--- src/rtl/uart_pkg.sv ---
// Shared UART definitions: FSM state encoding, oversampling ratio and the
// baud divider calculation. Optional macro UART_RX_PARITY_EN adds the
// PARITY state.
package uart_pkg;

   localparam int OVERSAMPLE = 16;

   typedef enum logic [2:0] {
      IDLE,
      START,
      DATA,
`ifdef UART_RX_PARITY_EN
      PARITY,
`endif
      STOP,
      WAIT_IDLE
   } state_t;

   // System clocks per oversampling tick
   function automatic int baud_div(input int clock_freq, input int baud_rate);
      return clock_freq / (baud_rate * OVERSAMPLE);
   endfunction

endpackage

--- src/rtl/uart_rx_ext_if.sv ---
// Receive-side bus: FIFO head word with valid/ready handshake, occupancy
// and single-cycle event pulses.
interface uart_rx_ext_if #(
   parameter int DATA_BITS  = 8,
   parameter int FIFO_DEPTH = 8
);
   logic [DATA_BITS-1:0]          rx_data;
   logic                          rx_valid;
   logic                          rx_ready;
   logic [$clog2(FIFO_DEPTH):0]   fifo_level;
   logic                          frame_error;
   logic                          parity_error;
   logic                          overrun;
   logic                          break_detect;

   modport master (
      output rx_data, rx_valid, fifo_level,
      output frame_error, parity_error, overrun, break_detect,
      input  rx_ready
   );

   modport slave (
      input  rx_data, rx_valid, fifo_level,
      input  frame_error, parity_error, overrun, break_detect,
      output rx_ready
   );
endinterface

--- src/rtl/uart_rx_fifo.sv ---
// Synchronous FIFO shared by the UART RX and TX paths. A push into a full
// FIFO is dropped and flagged on overrun unless a pop frees the slot in the
// same cycle; a pop on an empty FIFO is ignored.
module uart_rx_fifo #(
   parameter int WIDTH = 8,
   parameter int DEPTH = 8
) (
   input  logic                     clk,
   input  logic                     rst,
   input  logic                     push,
   input  logic [WIDTH-1:0]         wr_data,
   input  logic                     pop,
   output logic [WIDTH-1:0]         rd_data,
   output logic                     valid,
   output logic [$clog2(DEPTH):0]   level,
   output logic                     overrun
);
   localparam int PTR_W = $clog2(DEPTH);

   logic [WIDTH-1:0] mem [DEPTH];
   logic [PTR_W-1:0] wr_ptr;
   logic [PTR_W-1:0] rd_ptr;
   logic             pop_ok;
   logic             push_ok;

   assign pop_ok  = pop && (level != '0);
   assign push_ok = push && ((level != (PTR_W+1)'(DEPTH)) || pop_ok);
   assign valid   = (level != '0);
   // Empty FIFO presents zero so the head word is defined after reset
   assign rd_data = valid ? mem[rd_ptr] : '0;

   // Storage array; no reset needed, reads are masked while empty
   always_ff @(posedge clk) begin
      if (push_ok) mem[wr_ptr] <= wr_data;
   end

   // Pointers, occupancy and overrun pulse
   always_ff @(posedge clk) begin
      if (rst) begin
         wr_ptr  <= '0;
         rd_ptr  <= '0;
         level   <= '0;
         overrun <= 1'b0;
      end else begin
         if (push_ok) wr_ptr <= wr_ptr + 1'b1;
         if (pop_ok)  rd_ptr <= rd_ptr + 1'b1;
         if (push_ok && !pop_ok)      level <= level + 1'b1;
         else if (pop_ok && !push_ok) level <= level - 1'b1;
         overrun <= push && !push_ok;
      end
   end
endmodule

--- src/rtl/uart_rx_ext.sv ---
// UART receiver with 16x oversampling, 3-sample majority vote, frame/break
// detection and a receive FIFO. Optional macro UART_RX_PARITY_EN enables
// parity checking.
module uart_rx_ext
   import uart_pkg::*;
#(
   parameter int CLOCK_FREQ = 50_000_000,
   parameter int BAUD_RATE  = 9600,
   parameter int DATA_BITS  = 8,
   parameter int STOP_BITS  = 1,
   parameter int PARITY_ODD = 0,
   parameter int FIFO_DEPTH = 8
) (
   input  logic          system_clock,
   input  logic          system_reset,
   input  logic          uart_rx,
   uart_rx_ext_if.master bus
);
   localparam int BAUD_DIV = baud_div(CLOCK_FREQ, BAUD_RATE);
   localparam int DIV_W    = $clog2(BAUD_DIV + 1);
   localparam int BIT_W    = $clog2(DATA_BITS);

   if (DATA_BITS < 5 || DATA_BITS > 9) begin : g_bad_data_bits
      $error("DATA_BITS must be 5..9");
   end
   if (STOP_BITS != 1 && STOP_BITS != 2) begin : g_bad_stop_bits
      $error("STOP_BITS must be 1 or 2");
   end
   if (PARITY_ODD != 0 && PARITY_ODD != 1) begin : g_bad_parity_odd
      $error("PARITY_ODD must be 0 or 1");
   end
   if (BAUD_DIV < 1) begin : g_bad_baud
      $error("CLOCK_FREQ too low for BAUD_RATE");
   end

   state_t               state;
   logic [1:0]           sync_q;
   logic                 rx_s, rx_d, fall;
   logic [DIV_W-1:0]     div_cnt;
   logic                 os_tick, mid, bit_end, vote;
   logic [3:0]           tick_cnt;
   logic [3:0]           hi_cnt;
   logic [BIT_W-1:0]     bit_idx;
   logic                 stop_idx;
   logic                 samp7, samp8;
   logic [DATA_BITS-1:0] shreg;
   logic                 fe_q, bd_q, push, pop;
   logic                 par_bad;
`ifdef UART_RX_PARITY_EN
   logic                 pe_q;
`endif

   // Two-flop synchronizer plus one delayed copy for edge detection
   always_ff @(posedge system_clock) begin
      if (system_reset) begin
         sync_q <= 2'b11;
         rx_d   <= 1'b1;
      end else begin
         sync_q <= {sync_q[0], uart_rx};
         rx_d   <= sync_q[1];
      end
   end

   assign rx_s = sync_q[1];
   assign fall = rx_d && !rx_s;

   // Oversampling divider, held cleared while idle
   always_ff @(posedge system_clock) begin
      if (system_reset || state == IDLE)       div_cnt <= '0;
      else if (div_cnt == DIV_W'(BAUD_DIV-1))  div_cnt <= '0;
      else                                     div_cnt <= div_cnt + 1'b1;
   end

   assign os_tick = (state != IDLE) && (div_cnt == DIV_W'(BAUD_DIV-1));
   assign mid     = os_tick && (tick_cnt == 4'd9);
   assign bit_end = os_tick && (tick_cnt == 4'd15);
   // Majority of ticks 7, 8 and the live tick-9 sample
   assign vote    = (samp7 & samp8) | (samp7 & rx_s) | (samp8 & rx_s);

   // Good word is pushed at mid-last-stop-bit
   assign push = mid && (state == STOP) && vote &&
                 (stop_idx == 1'(STOP_BITS-1)) && !par_bad;
   assign pop  = bus.rx_valid && bus.rx_ready;

   // Frame FSM with registered event pulses
   always_ff @(posedge system_clock) begin
      if (system_reset) begin
         state    <= IDLE;
         tick_cnt <= '0;
         hi_cnt   <= '0;
         bit_idx  <= '0;
         stop_idx <= 1'b0;
         samp7    <= 1'b1;
         samp8    <= 1'b1;
         shreg    <= '0;
         fe_q     <= 1'b0;
         bd_q     <= 1'b0;
`ifdef UART_RX_PARITY_EN
         par_bad  <= 1'b0;
         pe_q     <= 1'b0;
`endif
      end else begin
         fe_q <= 1'b0;
         bd_q <= 1'b0;
`ifdef UART_RX_PARITY_EN
         pe_q <= 1'b0;
`endif
         if (os_tick) begin
            tick_cnt <= tick_cnt + 4'd1;
            if (tick_cnt == 4'd7) samp7 <= rx_s;
            if (tick_cnt == 4'd8) samp8 <= rx_s;
         end
         case (state)
            IDLE: if (fall) begin
               state    <= START;
               tick_cnt <= '0;
               bit_idx  <= '0;
               stop_idx <= 1'b0;
`ifdef UART_RX_PARITY_EN
               par_bad  <= 1'b0;
`endif
            end
            START: begin
               if (mid && vote) state <= IDLE;
               else if (bit_end) state <= DATA;
            end
            DATA: begin
               if (mid) shreg <= {vote, shreg[DATA_BITS-1:1]};
               if (bit_end) begin
                  if (bit_idx == BIT_W'(DATA_BITS-1)) begin
`ifdef UART_RX_PARITY_EN
                     state <= PARITY;
`else
                     state <= STOP;
`endif
                  end else begin
                     bit_idx <= bit_idx + 1'b1;
                  end
               end
            end
`ifdef UART_RX_PARITY_EN
            PARITY: begin
               if (mid && ((^shreg ^ vote) != (PARITY_ODD != 0))) begin
                  pe_q    <= 1'b1;
                  par_bad <= 1'b1;
               end
               if (bit_end) state <= STOP;
            end
`endif
            STOP: begin
               if (mid) begin
                  if (!vote) begin
                     fe_q   <= 1'b1;
                     bd_q   <= (shreg == '0);
                     hi_cnt <= '0;
                     state  <= WAIT_IDLE;
                  end else if (stop_idx == 1'(STOP_BITS-1)) begin
                     state <= IDLE;
                  end
               end else if (bit_end) begin
                  stop_idx <= 1'b1;
               end
            end
            WAIT_IDLE: if (os_tick) begin
               if (!rx_s)                hi_cnt <= '0;
               else if (hi_cnt == 4'd15) state  <= IDLE;
               else                      hi_cnt <= hi_cnt + 4'd1;
            end
            default: state <= IDLE;
         endcase
      end
   end

`ifdef UART_RX_PARITY_EN
   assign bus.parity_error = pe_q;
`else
   assign par_bad          = 1'b0;
   assign bus.parity_error = 1'b0;
`endif
   assign bus.frame_error  = fe_q;
   assign bus.break_detect = bd_q;

   uart_rx_fifo #(
      .WIDTH (DATA_BITS),
      .DEPTH (FIFO_DEPTH)
   ) u_fifo (
      .clk     (system_clock),
      .rst     (system_reset),
      .push    (push),
      .wr_data (shreg),
      .pop     (pop),
      .rd_data (bus.rx_data),
      .valid   (bus.rx_valid),
      .level   (bus.fifo_level),
      .overrun (bus.overrun)
   );
endmodule

--- src/flat_wrapper.sv ---
// flat-port wrapper written by rule: the top's interface ports become plain ports
module uart_rx_ext_flat import uart_pkg::*;
#(
   parameter int CLOCK_FREQ = 50_000_000,
   parameter int BAUD_RATE  = 9600,
   parameter int DATA_BITS  = 8,
   parameter int STOP_BITS  = 1,
   parameter int PARITY_ODD = 0,
   parameter int FIFO_DEPTH = 8
)
  (system_clock, system_reset, uart_rx, bus_rx_data, bus_rx_valid, bus_fifo_level, bus_frame_error, bus_parity_error, bus_overrun, bus_break_detect, bus_rx_ready);
  uart_rx_ext_if #(.DATA_BITS(DATA_BITS), .FIFO_DEPTH(FIFO_DEPTH)) bus_i ();
  input  logic system_clock;
  input  logic system_reset;
  input  logic uart_rx;
  output wire logic [$bits(bus_i.rx_data)-1:0] bus_rx_data;
  output wire logic [$bits(bus_i.rx_valid)-1:0] bus_rx_valid;
  output wire logic [$bits(bus_i.fifo_level)-1:0] bus_fifo_level;
  output wire logic [$bits(bus_i.frame_error)-1:0] bus_frame_error;
  output wire logic [$bits(bus_i.parity_error)-1:0] bus_parity_error;
  output wire logic [$bits(bus_i.overrun)-1:0] bus_overrun;
  output wire logic [$bits(bus_i.break_detect)-1:0] bus_break_detect;
  input wire logic [$bits(bus_i.rx_ready)-1:0] bus_rx_ready;
  assign bus_rx_data = bus_i.rx_data;
  assign bus_rx_valid = bus_i.rx_valid;
  assign bus_fifo_level = bus_i.fifo_level;
  assign bus_frame_error = bus_i.frame_error;
  assign bus_parity_error = bus_i.parity_error;
  assign bus_overrun = bus_i.overrun;
  assign bus_break_detect = bus_i.break_detect;
  assign bus_i.rx_ready = bus_rx_ready;
  uart_rx_ext #(.CLOCK_FREQ(CLOCK_FREQ), .BAUD_RATE(BAUD_RATE), .DATA_BITS(DATA_BITS), .STOP_BITS(STOP_BITS), .PARITY_ODD(PARITY_ODD), .FIFO_DEPTH(FIFO_DEPTH)) u_core (.system_clock(system_clock), .system_reset(system_reset), .uart_rx(uart_rx), .bus(bus_i));
endmodule
--- config.mk ---
export PLATFORM = sky130hd
export DESIGN_NAME = uart_rx_ext_flat
export DESIGN_NICKNAME = d
export VERILOG_FILES = /design/src/rtl/uart_pkg.sv /design/src/rtl/uart_rx_ext_if.sv /design/src/rtl/uart_rx_fifo.sv /design/src/rtl/uart_rx_ext.sv /design/src/flat_wrapper.sv
export SDC_FILE = /design/constraint.sdc
export NUM_CORES = 1
export LEC_CHECK = 0
export ABC_CLOCK_PERIOD_IN_PS = 6410
export CAP_MARGIN = 20
export CORE_MARGIN = 3
export CORE_UTILIZATION = 45
export DETAILED_ROUTE_END_ITERATION = 7
export PLACE_DENSITY = 0.73
export SYNTH_ARGS = -nofsm -noshare
export SYNTH_HDL_FRONTEND = slang
export SYNTH_SLANG_ARGS = --single-unit
--- constraint.sdc ---
create_clock -name system_clock -period 6.41 [get_ports system_clock]
set_input_delay 0.641 -clock system_clock [delete_from_list [all_inputs] [get_ports system_clock]]
set_output_delay 0.641 -clock system_clock [all_outputs]
set_load 0.01 [all_outputs]
# Yosys cells after proc, flatten, opt, wreduce, memory -nomap -nowiden

Memory sizes are Yosys's and may differ from the RTL's. A register that Yosys moved wholly into a read port is not among the register bits.
Index checks and enable logic that the tools add are counted.

Bits of input ports: 4
Memories: 1
Output and inout bits: 17
Bits in registers: 50
RAM bits: 64

Reduce and logical (&&, ||, !) cells: 37
Bitwise gates (word level): 8
Add/sub/neg operators: 8
Eq/ne operators: 26
Mux-type cells: 37

Memory list:

| name              | words | width | rd ports | clocked after Yosys merged registers in | wr ports | RTL line           | source |
|---|---|---|---|---|---|---|---|
| u_core.u_fifo.mem | 8     | 8     | 1        | 1                                       | 1        | uart_rx_fifo.sv:20 | `logic [WIDTH-1:0] mem [DEPTH];` |

Operators with widths:

| operator            | number |
|---|---|
| $mux 3              | 16 |
| $mux 4              | 10 |
| $eq 4x4->1 const B  | 4 |
| $ne 2x1->1 const B  | 8 |
| $pmux 3 s5          | 1 |
| $logic_and 1x1->1   | 14 |
| $add 4x1->4 const B | 3 |
| $add 3x1->3 const B | 3 |
| $add 9x1->9 const B | 1 |
| $eq 9x9->1 const B  | 1 |
| $reduce_and 9->1    | 1 |
| $logic_not 8->1     | 1 |
| $mux 8              | 1 |
| $pmux 4 s2          | 1 |
| $reduce_and 4->1    | 2 |
| $reduce_bool 2->1   | 4 |
| $eq 3x2->1 const B  | 2 |
| $eq 3x3->1 const B  | 2 |
| $mux 1              | 6 |
| $ne 2x2->1 const B  | 3 |
| $ne 3x3->1 const B  | 2 |
| $pmux 3 s2          | 1 |
| $reduce_and 2->1    | 3 |
| $reduce_and 5->1    | 1 |
| other kinds (17)    | 25 |

# Depth between registers and ports, before layout

Depth after elaboration: 11
Mapped depth: 13
Gate-level depth less buffers: 13

# Cells and area by module

A second synthesis with hierarchy kept.

Cells, all modules: 396
Area total of the unflattened synthesis: 5082.4 um2

Modules (own cells, without submodules):

| module       | times used | seq. area each (um2) | area an instance (um2) | cells each |
|---|---|---|---|---|
| uart_rx_fifo | 1          | 2202.1               | 3185.6                 | 176 |
| uart_rx_ext  | 1          | 780.7                | 1896.8                 | 220 |

# Least setup slack after synthesis

No wires, ideal clock.

Path kind: flip-flop to flip-flop
Start: register u_core.div_cnt[0]
End: register u_core.u_fifo.level[3]
Library setup time: 0.070 ns
Clock period less this slack: 2.792 ns
Cell stages (with the launch flop): 14
Setup slack: 3.618 ns
Required time: 6.340 ns
Data arrival time: 2.722 ns
Path through: dfxtp_1 > inv_1 > ha_1 > and4b_2 > nand4_1 > nor4_4 > ha_1 > inv_1 > ha_1 > a21o_1 > a21oi_1 > xnor2_1 > or3_1 > a21oi_1

Longest elaborated chain between the ends: 10
Elaborated cells between the ends (all ways): 12

RTL lines:

| element                          | RTL line           | source |
|---|---|---|
| from (decl)                      | uart_rx_ext.sv:39  | `logic [DIV_W-1:0] div_cnt;` |
| from (signal assigned)           | uart_rx_ext.sv:71  | `else div_cnt <= div_cnt + 1'b1;` |
| $eq 9x9->1 *                     | uart_rx_ext.sv:74  | `assign os_tick = (state != IDLE) && (div_cnt == DIV_W'(BAUD_DIV-1));` |
| $logic_and 1x1->1 *              | uart_rx_ext.sv:74  |  |
| $logic_and 1x1->1 *              | uart_rx_ext.sv:75  | `assign mid = os_tick && (tick_cnt == 4'd9);` |
| $logic_and 1x1->1 * (3 in a row) | uart_rx_ext.sv:81  | `assign push = mid && (state == STOP) && vote &&` |
| $logic_and 1x1->1 *              | uart_rx_fifo.sv:27 | `assign push_ok = push && ((level != (PTR_W+1)'(DEPTH)) \|\| pop_ok);` |
| via u_core.u_fifo.push_ok        | uart_rx_fifo.sv:24 | `logic push_ok;` |
| $logic_not 1->1                  | uart_rx_fifo.sv:48 | `else if (pop_ok && !push_ok) level <= level - 1'b1;` |
| $logic_and 1x1->1                | uart_rx_fifo.sv:48 |  |
| $reduce_bool 2->1 (no line)      | --                 |  |
| to (signal assigned)             | uart_rx_fifo.sv:47 | `if (push_ok && !pop_ok) level <= level + 1'b1;` |
| to (signal assigned)             | uart_rx_fifo.sv:48 |  |
| to (decl)                        | uart_rx_fifo.sv:15 | `output logic [$clog2(DEPTH):0] level,` |

Mark *: on every way through the listed nets, which the timed path passes. The rest lies on a longest branch.
A chain may end at the register's enable or synchronous reset.

==> flow_metrics.py <==
metrics = {
    "clock_network": {
        "cts_tree": "yes",
        "clkLatencyLatePin_ps": 500,
        "cts-buffers-inserted": 17,
        "cts_root_buf": "clkbuf_8",
        "cts.path.max_buffers": 2,
        "cts_hold_buf": 0,
        "cts_sinks": 117,
        "cts_setup_buffers": 0,
        "path_clk_slew_ps": 60,
        "htree_levels": 4,
        "cts_resized": 0,
    },
    "grt": {
        "overflow": 0,
        "grt_max_degree": 42,
        "antenna_found_initial": 0,
        "grt_pass1_vias": 3142,
        "grt_pass1_wl_mm": 15.30,
        "grtUsageTotal": 0.1548,
    },
    "place": {
        "port_buffers": 19,
        "dp_hpwl_mm": 5.810,
        "dp_slack_ps": 3047,
        "place_congestion": 0.7771,
    },
    "logic_synthesis": {
        "ys.flop_type": "edfxtp_1",
        "synth_top_area_share": 0.3811,
        "yosysSeqAreaShare": 0.5916,
        "synthArstFlopShare": 0,
        "synthCells": 387,
        "synth-seq-cells": 117,
        "synth_largest_area_cell": "edfxtp_1",
        "synth_cell_type_count": 68,
        "synth_area_leaders": "edfxtp_1, dfxtp_1, mux4_2, nor2_1, ha_1",
        "synth_edf_count": 64,
        "yosys_warnings": 0,
        "syn_area_per_cell_sq_um": 13.03,
        "syn_nets": 405,
        "syn-cell-area_sq_um": 5042,
    },
    "flow_run": {
        "maxCapViolations": 0,
    },
    "routing": {
        "drtAntennaViolNets": 0,
        "wl_met2_mm": 4.365,
        "wl_per_cell_um": 15.89,
        "highest_layer": "met4",
        "drtIter0Drc": 195,
        "num_vias": 3030,
        "wl_mm": 9.012,
        "met3_length_um": 346,
        "drc": 0,
        "via_per_inst": 5.344,
        "drtPass1Iterations": 4,
        "met1Wirelength_mm": 4.126,
    },
    "pwr": {
        "irDropWorstVdd_v": 0.0001899,
        "power.density_nw_per_um2": 338.0,
        "power.total_w": 0.001993,
        "p_leak_nw": 1.987,
    },
    "worst_setup_path": {
        "critical_path_required_ps": 5770,
        "critPathMaxFanout": 11,
        "path_class": "register to output pin",
        "endpoint_kind": "output pin",
        "worst_ep_arrival_time_ps": 2640,
        "rrSetupSlack_ps": 3230,
        "start_kind": "register",
    },
    "die": {
        "die_w_um": 111.9,
        "die_h_um": 111.9,
        "ios": 21,
        "core_area_sq_um": 10890,
        "row_count": 38,
        "initial_core_util": 0.4631,
        "dieArea_sq_um": 12510,
    },
    "sta": {
        "rsz0062_at_grt": "false",
        "setup_viol": 0,
        "tightest_slew_ps": 888.0,
        "fin_tns_setup_ps": 0,
        "fmax_ghz": 0.3051,
        "fin_ws_ps": 3132,
        "finalClockSkew_ps": 8.678,
        "drv_slew": 0,
        "whs_ps": 400.9,
        "hold_viol": 0,
        "finalCritPeriodShare": 0.5113,
        "relSlewSlack": 0.4030,
        "finalCriticalPeriod_ps": 3278,
    },
    "worst_hold_path": {
        "hold_class": "register to register",
    },
    "cells_and_area": {
        "nets": 432,
        "layout_common_cells": "edfxtp_1, dfxtp_1, nor2_1, nand2_1, clkdlybuf4s50_1",
        "final_common_cell": "edfxtp_1",
        "diodes": 0,
        "areaGrowthSynthToFinish_pct": 16.95,
        "drive_gt1_frac": 0.1710,
    },
    "run_status": {
        "status": "finished clean",
    },
}
[kinds of logic (layout without fill, tap and decap cells)]
| group | after synthesis | count (layout) | synth area share |
|---|---|---|---|
| other | 1 | 1 | 0.0007437 |
| flip-flops | 117 | 117 | 0.5916 |
| multiplexers | 33 | 33 | 0.1055 |
| adder cells (fa/ha/maj) | 15 | 15 | 0.03821 |
| AO/OA/AOI/OAI | 38 | 38 | 0.04765 |
| AND/OR/NAND/NOR | 145 | 145 | 0.1658 |
| buffers and inverters | 23 | 63 | 0.02456 |
| XOR/XNOR | 15 | 15 | 0.02606 |
[stage by stage]
stage / instances / area [sq um] / utilization
5_1_grt: 567 / 5897 / 0.5416
3_3_place_gp: 532 / 5321 / 0.4887
6_report: 567 / 5897 / 0.5416
2_1_floorplan: 387 / 5042 / -
3_5_place_dp: 532 / 5321 / 0.4887
4_1_cts: 564 / 5854 / 0.5377
[metal layers]
metal,GRT usage,up-vias
met3,0.04620,12
met5,0,-
li1,-,1492
met1,0.1941,1468
met4,0.06245,0
met2,0.2522,58
[flip-flops by register name (all words and copies together), names as in the netlist, 2 cells and up, named ones only]
register and cells:
u_core.u_fifo.mem 64, u_core.div_cnt 9, u_core.tick_cnt 4, u_core.state 3, u_core.u_fifo.rd_ptr 3, u_core.bit_idx 3
u_core.u_fifo.wr_ptr 3, u_core.sync_q 2, u_core.hi_cnt 4, u_core.u_fifo.level 4, u_core.shreg 8
[cell usage after synthesis, drive strengths merged, types with 3 or more instances]
| library cell | n |
|---|---|
| o31ai | 3 |
| buf | 5 |
| dfxtp | 53 |
| nand3 | 11 |
| mux4 | 16 |
| clkbuf | 10 |
| and3 | 6 |
| nand2 | 27 |
| inv | 8 |
| or3 | 4 |
| nor2 | 45 |
| nor4 | 8 |
| o21ai | 6 |
| xor2 | 9 |
| or4 | 3 |
| ha | 13 |
| or2 | 4 |
| nand2b | 9 |
| a21oi | 18 |
| xnor2 | 6 |
| edfxtp | 64 |
| nand4b | 3 |
| mux2i | 16 |
| nor3 | 5 |
[final timing paths]
kind / from / end / depth (start not counted)
worst max-delay path: register / bus_rx_data[5] / 5
worst min-delay path: u_core.sync_q[0] / u_core.sync_q[1] / 1
worst max register to register: u_core.div_cnt[3] / u_core.u_fifo.level[3] / 11
worst min register to register: u_core.sync_q[0] / u_core.sync_q[1] / 1
[final cells by class]
cell class	count	area [sq um]
Clock buffer	20	425.4
Clock inverter	12	107.6
Fill cell	875	4991
Inverter	8	30.03
Multi-Input combinational cell	247	1936
Sequential cell	117	2983
Tap cell	140	175.2
Timing Repair Buffer	23	240.2
[worst max-delay path, stage by stage (launching register included)]
cell	delay, ps
dfxtp_1	630
buf_16	220
mux4_2	530
mux2i_1	180
nor2_1	60
clkdlybuf4s50_1	510
[report_power, final]
part           total [W]  internal, W  switching (W)
combinational   0.000315     0.000172       0.000143
clock           0.000834     0.000511       0.000322
sequential      0.000845     0.000802      0.0000424
(Power assumes the default switching activity.)
